File: config.mk
export PLATFORM = sky130hd
export DESIGN_NAME = lsu_stage
export DESIGN_NICKNAME = d
export VERILOG_FILES = /design/src/rtl/lsu_pkg.sv /design/src/rtl/lsu_stage_align.sv /design/src/rtl/lsu_stage.sv
export SDC_FILE = /design/constraint.sdc
export NUM_CORES = 1
export LEC_CHECK = 0
export ABC_AREA = 1
export BUFFER_PORTS_ARGS = -buffer_cell sky130_fd_sc_hd__buf_2
export CORE_MARGIN = 4
export CORE_UTILIZATION = 59
export DETAILED_ROUTE_END_ITERATION = 16
export PLACE_DENSITY = 0.95
export SYNTH_ARGS = -nofsm -noshare
export SYNTH_HDL_FRONTEND = slang
export SYNTH_SLANG_ARGS = --single-unit
File: constraint.sdc
create_clock -name clk -period 5.2 [get_ports clk]
set_clock_uncertainty 0.1 [all_clocks]
set_input_delay 1.3 -clock clk [delete_from_list [all_inputs] [get_ports clk]]
set_output_delay 1.3 -clock clk [all_outputs]
set_load 0.05 [all_outputs]
File: src/rtl/lsu_pkg.sv
// Shared types and encodings for the load/store stage.
package lsu_pkg;

    typedef enum logic [1:0] {
        S_IDLE = 2'd0,
        S_REQ  = 2'd1,
        S_WAIT = 2'd2,
        S_OUT  = 2'd3
    } lsu_state_t;

    localparam int EXU_W       = 109;
    localparam int LSU_W       = 38;
    localparam int ALU_LSB     = 77;
    localparam int RS2_LSB     = 45;
    localparam int MEM_REN_BIT = 44;
    localparam int MEM_WEN_BIT = 43;
    localparam int MEM_OP_LSB  = 40;
    localparam int RD_LSB      = 35;
    localparam int REG_WEN_BIT = 34;
    localparam int WB_SEL_LSB  = 32;
    localparam int CSR_LSB     = 0;

    localparam logic [2:0] OP_LB  = 3'b000;
    localparam logic [2:0] OP_LH  = 3'b001;
    localparam logic [2:0] OP_LW  = 3'b010;
    localparam logic [2:0] OP_LBU = 3'b100;
    localparam logic [2:0] OP_LHU = 3'b101;

    localparam logic [1:0] SZ_BYTE = 2'b00;
    localparam logic [1:0] SZ_HALF = 2'b01;
    localparam logic [1:0] SZ_WORD = 2'b10;

    localparam logic [1:0] WB_ALU  = 2'b00;
    localparam logic [1:0] WB_MEM  = 2'b01;
    localparam logic [1:0] WB_CSR  = 2'b10;
    localparam logic [1:0] WB_ALU2 = 2'b11;

    typedef struct packed {
        logic [31:0] alu_result;
        logic [31:0] rs2_data;
        logic        mem_ren;
        logic        mem_wen;
        logic [2:0]  mem_op;
        logic [4:0]  rd;
        logic        reg_wen;
        logic [1:0]  wb_sel;
        logic [31:0] csr_data;
    } exu_pkt_t;

    // Stores never write back data, whatever wb_sel says.
    function automatic logic [31:0] wb_select(input logic        is_store,
                                              input logic [1:0]  wb_sel,
                                              input logic [31:0] load_val,
                                              input logic [31:0] csr_val,
                                              input logic [31:0] alu_val);
        logic [31:0] r;
        case (wb_sel)
            WB_MEM:          r = load_val;
            WB_CSR:          r = csr_val;
            WB_ALU, WB_ALU2: r = alu_val;
            default:         r = alu_val;
        endcase
        return is_store ? 32'h0 : r;
    endfunction

endpackage

File: src/rtl/lsu_stage_align.sv
// Byte-lane alignment: store mask/data placement, load extract/extend, misalign detect.
// Purely combinational, zero latency; no flow control.
// Backpressure: none, outputs follow inputs.
module lsu_align
    import lsu_pkg::*;
(
    input  logic [2:0]  mem_op,
    input  logic [1:0]  offset,
    input  logic [31:0] rs2_data,
    input  logic [31:0] rdata,
    output logic [3:0]  wmask,
    output logic [31:0] wdata,
    output logic [31:0] load_data,
    output logic        misalign
);

    logic [31:0] shifted;

    always_comb begin
        wmask     = 4'b0000;
        wdata     = 32'h0;
        load_data = 32'h0;
        misalign  = 1'b0;
        shifted   = rdata >> {offset, 3'b000};

        case (mem_op[1:0])
            SZ_BYTE: begin
                wmask = 4'b0001 << offset;
                wdata = {4{rs2_data[7:0]}};
            end
            SZ_HALF: begin
                wmask    = 4'b0011 << offset;
                wdata    = {2{rs2_data[15:0]}};
                misalign = offset[0];
            end
            SZ_WORD: begin
                wmask    = 4'b1111;
                wdata    = rs2_data;
                misalign = (offset != 2'b00);
            end
            default: ;
        endcase

        case (mem_op)
            OP_LB:   load_data = {{24{shifted[7]}}, shifted[7:0]};
            OP_LBU:  load_data = {24'h0, shifted[7:0]};
            OP_LH:   load_data = {{16{shifted[15]}}, shifted[15:0]};
            OP_LHU:  load_data = {16'h0, shifted[15:0]};
            OP_LW:   load_data = shifted;
            default: load_data = 32'h0;
        endcase
    end

endmodule

File: src/rtl/lsu_stage.sv
// Load/store stage: one packet in flight, one memory access per load/store.
// Latency: 1 cycle for non-memory packets, 2 + req stall + rsp wait for memory packets.
// Backpressure: lsu_ready only in idle; output packet held until wbu_ready.
module lsu_stage
    import lsu_pkg::*;
#(
    parameter int WIDTH = 32
) (
    input  logic              clk,
    input  logic              rst,
    input  logic              exu_valid,
    input  logic [EXU_W-1:0]  exu_data,
    output logic              lsu_ready,
    output logic              req_valid,
    input  logic              req_ready,
    output logic              req_wen,
    output logic [WIDTH-1:0]  req_addr,
    output logic [WIDTH-1:0]  req_wdata,
    output logic [3:0]        req_wmask,
    input  logic              rsp_valid,
    input  logic [WIDTH-1:0]  rsp_rdata,
    output logic              lsu_valid,
    output logic [LSU_W-1:0]  lsu_data,
    input  logic              wbu_ready,
    output logic              misalign
);

    lsu_state_t  state;
    exu_pkt_t    in_pkt;
    exu_pkt_t    pkt;
    exu_pkt_t    src;
    logic [3:0]  al_wmask;
    logic [31:0] al_wdata;
    logic [31:0] al_load;
    logic        al_mis;
    logic        in_mem;
    logic [31:0] load_val;

    always_comb begin
        in_pkt.alu_result = exu_data[ALU_LSB +: 32];
        in_pkt.rs2_data   = exu_data[RS2_LSB +: 32];
        in_pkt.mem_ren    = exu_data[MEM_REN_BIT];
        in_pkt.mem_wen    = exu_data[MEM_WEN_BIT];
        in_pkt.mem_op     = exu_data[MEM_OP_LSB +: 3];
        in_pkt.rd         = exu_data[RD_LSB +: 5];
        in_pkt.reg_wen    = exu_data[REG_WEN_BIT];
        in_pkt.wb_sel     = exu_data[WB_SEL_LSB +: 2];
        in_pkt.csr_data   = exu_data[CSR_LSB +: 32];
    end

    // In idle the aligner looks at the incoming packet so the request can be
    // registered at accept; afterwards it works on the latched packet.
    assign src      = (state == S_IDLE) ? in_pkt : pkt;
    assign in_mem   = in_pkt.mem_ren | in_pkt.mem_wen;
    assign load_val = (pkt.mem_ren & ~pkt.mem_wen) ? al_load : 32'h0;

    lsu_align u_align (
        .mem_op    (src.mem_op),
        .offset    (src.alu_result[1:0]),
        .rs2_data  (src.rs2_data),
        .rdata     (rsp_rdata),
        .wmask     (al_wmask),
        .wdata     (al_wdata),
        .load_data (al_load),
        .misalign  (al_mis)
    );

    always_ff @(posedge clk or negedge rst) begin
        if (!rst) begin
            state     <= S_IDLE;
            pkt       <= '0;
            lsu_ready <= 1'b1;
            req_valid <= 1'b0;
            req_wen   <= 1'b0;
            req_addr  <= '0;
            req_wdata <= '0;
            req_wmask <= 4'b0000;
            lsu_valid <= 1'b0;
            lsu_data  <= '0;
            misalign  <= 1'b0;
        end else begin
            misalign <= 1'b0;
            case (state)
                S_IDLE: begin
                    if (exu_valid) begin
                        pkt       <= in_pkt;
                        lsu_ready <= 1'b0;
                        req_wen   <= in_pkt.mem_wen;
                        req_addr  <= {in_pkt.alu_result[WIDTH-1:2], 2'b00};
                        req_wdata <= in_pkt.mem_wen ? al_wdata : '0;
                        req_wmask <= in_pkt.mem_wen ? al_wmask : 4'b0000;
                        if (in_mem && !al_mis) begin
                            req_valid <= 1'b1;
                            state     <= S_REQ;
                        end else begin
                            // Misaligned accesses skip memory and suppress write-back.
                            lsu_valid <= 1'b1;
                            lsu_data  <= {wb_select(in_pkt.mem_wen, in_pkt.wb_sel, 32'h0,
                                                    in_pkt.csr_data, in_pkt.alu_result),
                                          in_pkt.rd, in_pkt.reg_wen & ~(in_mem & al_mis)};
                            misalign  <= in_mem & al_mis;
                            state     <= S_OUT;
                        end
                    end
                end
                S_REQ: begin
                    if (req_ready) begin
                        req_valid <= 1'b0;
                        state     <= S_WAIT;
                    end
                end
                S_WAIT: begin
                    if (rsp_valid) begin
                        lsu_valid <= 1'b1;
                        lsu_data  <= {wb_select(pkt.mem_wen, pkt.wb_sel, load_val,
                                                pkt.csr_data, pkt.alu_result),
                                      pkt.rd, pkt.reg_wen};
                        state     <= S_OUT;
                    end
                end
                S_OUT: begin
                    if (wbu_ready) begin
                        lsu_valid <= 1'b0;
                        lsu_ready <= 1'b1;
                        state     <= S_IDLE;
                    end
                end
                default: state <= S_IDLE;
            endcase
        end
    end

endmodule

==> key figures <==
Run status
  – Status: finished clean

Setup path
  – Critical path required time: 5450 ps
  – CP Class: input port to flop
  – Critical Path End Type: flop
  – Crit path launch: exu_data[41]
  – Reg-to-Reg Start: state[0]$_DFFE_PN0P_
  – Reg2reg setup slack: 1650 ps
  – Reg2Reg Depth: 14
  – Peak fanout along the critical path: 43
  – Worst Setup EP: lsu_data[25]$_DFFE_PN0P_
  – Worst R2R End: lsu_data[25]$_DFFE_PN0P_
  – Startpoint Class: input port
  – Critical path data arrival time: 4060 ps

Power and ir drop
  – Comb power frac: 58.6%
  – Flop pwr share: 27.0%
  – Power Total: 9.77 mW
  – Leakage: 6.63 nW
  – P_int: 4.47 mW
  – NetSw: 5.30 mW
  – Clock group share of total power: 14.4%
  – VDD IR-drop max: 475 uV
  – Power per cell area: 793 mW/mm^2
  – Sw Share: 54.3%

Floorplan
  – Die X: 143 um
  – Row cnt: 48
  – Effective utilization at floorplan: 61.1%
  – Full die area: 0.0204 mm^2
  – Die height: 143 um
  – Num ports: 258
  – Core area: 0.0175 mm^2

Synth
  – #FFs+latches synth: 189
  – Top cell type's share of synthesized area: 43.9%
  – Ys Warns: 0
  – Post-synth ARST share: 100%
  – Commonest cells post-synth: 609 x nand2_1, 188 x dfrtp_1, 102 x o21ai_0, 101 x nor2_1, 91 x inv_1
  – Syn Inst Count: 1,482
  – EDFF count, synth: 0
  – Leading area contributor after synthesis: dfrtp_1
  – Syn_area_per_cell: 7.22 um^2
  – Count leader, synth: nand2_1
  – Synth cell types: 37
  – Sequential-to-total area share from yosys stat: 44.2%
  – Synth area leaders: dfrtp_1 44%, nand2_1 21%, o21ai_0 4.8%
  – Most used DFF post-synth: dfrtp_1
  – Synth Cell Area: 0.0107 mm^2

Detailed routing
  – DR vias: 11,000
  – Vias per cell: 5.82
  – # DRC: 0
  – TritonRoute pass-1 iters: 7
  – DRT iter0 DRCs: 1,297
  – Antenna viol nets, final: 0
  – Drt total wl: 32,600 um
  – Wire per inst: 17.3 um

Global routing
  – First-pass GRT wire length: 51,800 um
  – Pin count of the biggest net entering global routing: 118
  – Gr ovfl total: 0
  – Initial antenna violation count: 9
  – GRT Total Usage: 31.6%
  – Vias in the first global route: 10,500

Layout
  – Fin area: 0.0123 mm^2
  – Filler Cell Count: 1,362
  – Final #Nets: 1,800
  – Core Util, Final: 70.2%
  – Share of cells above drive strength 1: 19.6%
  – Area delta synth->final: 15.0%
  – Final Non-Filler Cells: 1,883

Clocking
  – H-tree depth: 4
  – Num CTS Buffers: 17
  – Hold_buf cts: 0
  – CTS tree: built
  – Worst skew pair latency: 440 ps
  – Clk slew on worst S/H paths: 80 ps
  – Post-CTS Resized: 0
  – CTS sink count: 189
  – Post-CTS Setup Repair Bufs: 0
  – Root cell of the clock tree: clkbuf_16
  – Max clock buf depth: 2

Place
  – Post-placement cell area: 0.0117 mm^2
  – Placed Instances: 1,847
  – GPL Wtd Cong: 0.934
  – PortBufs: 255
  – Detailed Place HPWL: 22,300 um

Timing
  – Crit share post-route: 73.3%
  – Actual slew at the worst max-slew pin: 1250 ps
  – Setup TNS: 0 ps
  – Max frequency: 263 MHz
  – RSZ-0062 raised after global routing: no
  – Slew margin rel.: 16.9%
  – Minimum clock period: 3810 ps
  – Fin. Hold Viols: 0
  – Slew Viols, Final: 0
  – Final setup fails: 0

Job
  – MaxCap Viol Count: 0

Worst hold path
  – Hold Path Class: flop to flop
## layout by cell type, fill, tap and decap left out, drive strengths merged
master,instances
a31oi,6
nor3,1
a21oi,82
inv,99
dfrtp,188
buf,264
clkbuf,18
a22o,3
bufinv,3
or2,3
clkinvlp,1
a221o,32
diode,4
nand4,9
dfstp,1
conb,2
nand3,53
ha,12
nor2,103
o221ai,8
nand2,619
o21ai,122
clkinv,8
o211ai,9
a221oi,8
## flip-flops by register name (all words and copies together), names as in the netlist
name and cells:
pkt 109, lsu_data 38, req_wdata 32, req_wmask 4, state 2, lsu_ready 1
lsu_valid 1, misalign 1, req_valid 1
## area by class of cell
type                       count  area, um^2  share of cell area, %
antenna                        4        10.0                 0.0813
clock buffer                  17         425                   3.45
clock inverter                15         205                   1.67
inverter                      96         369                   3.00
multi-input combinational   1072        4920                   40.0
sequential                   189        4730                   38.4
tap                          225         282                   2.29
timing repair buffer         265        1370                   11.1
## power by group through the flow
stage          registers, mW  clock network, mW  logic (mW)
3_5_place_dp            2.62                  0        5.63
6_report                2.63               1.41        5.72
5_1_grt                 2.70               1.47        6.26
4_1_cts                 2.61               1.41        5.68
3_3_place_gp            2.61                  0        5.44
2_1_floorplan           3.51                  0        3.61
## metrics by stage
stage	setup slack (ps)	hold slack (ps)
4_1_cts	1470	379
6_report	1390	381
3_3_place_gp	1310	357
5_1_grt	1120	395
3_5_place_dp	1060	360
2_1_floorplan	2200	344
## worst max-delay path: stages
cell	delay, ps
buf_2	80
inv_1	40
nand2_1	60
o21ai_1	140
inv_1	190
ha_1	620
inv_2	250
nand2_2	140
nand3_1	80
nand3_2	140
nand2_4	260
inv_4	450
nor2_1	80
a21oi_1	180
## routing by layer
metal	up-vias	global-route usage (%)	routed length, um
li1	5051	-	-
met1	5039	42.2	12500
met2	728	48.8	15100
met3	125	7.97	3550
met4	10	14.6	1330
met5	-	0	69
## logic make-up (layout without fill, tap and decap cells)
group | Yosys count | count (layout) | share of synthesized area, %
buffers and inverters | 222 | 393 | 10.0
DFF | 189 | 189 | 44.2
and+or+nand+nor | 788 | 788 | 29.2
adders and majority gates | 12 | 12 | 1.40
AOI/OAI and AO/OA | 270 | 270 | 15.2
other | 1 | 6 | 0.0350
## worst min-delay path by stage
stage                          endpoint                start  slack (ps)  cells after the start
finish              pkt[71]$_DFFE_PN0P_  pkt[71]$_DFFE_PN0P_         380                      2
global route        pkt[71]$_DFFE_PN0P_  pkt[71]$_DFFE_PN0P_         390                      2
CTS                 pkt[69]$_DFFE_PN0P_  pkt[69]$_DFFE_PN0P_         380                      2
detailed placement  pkt[69]$_DFFE_PN0P_  pkt[69]$_DFFE_PN0P_         360                      2
global placement    pkt[69]$_DFFE_PN0P_  pkt[69]$_DFFE_PN0P_         360                      2
floorplan           pkt[69]$_DFFE_PN0P_  pkt[69]$_DFFE_PN0P_         340                      2
Power figures use the tool's default switching activity.
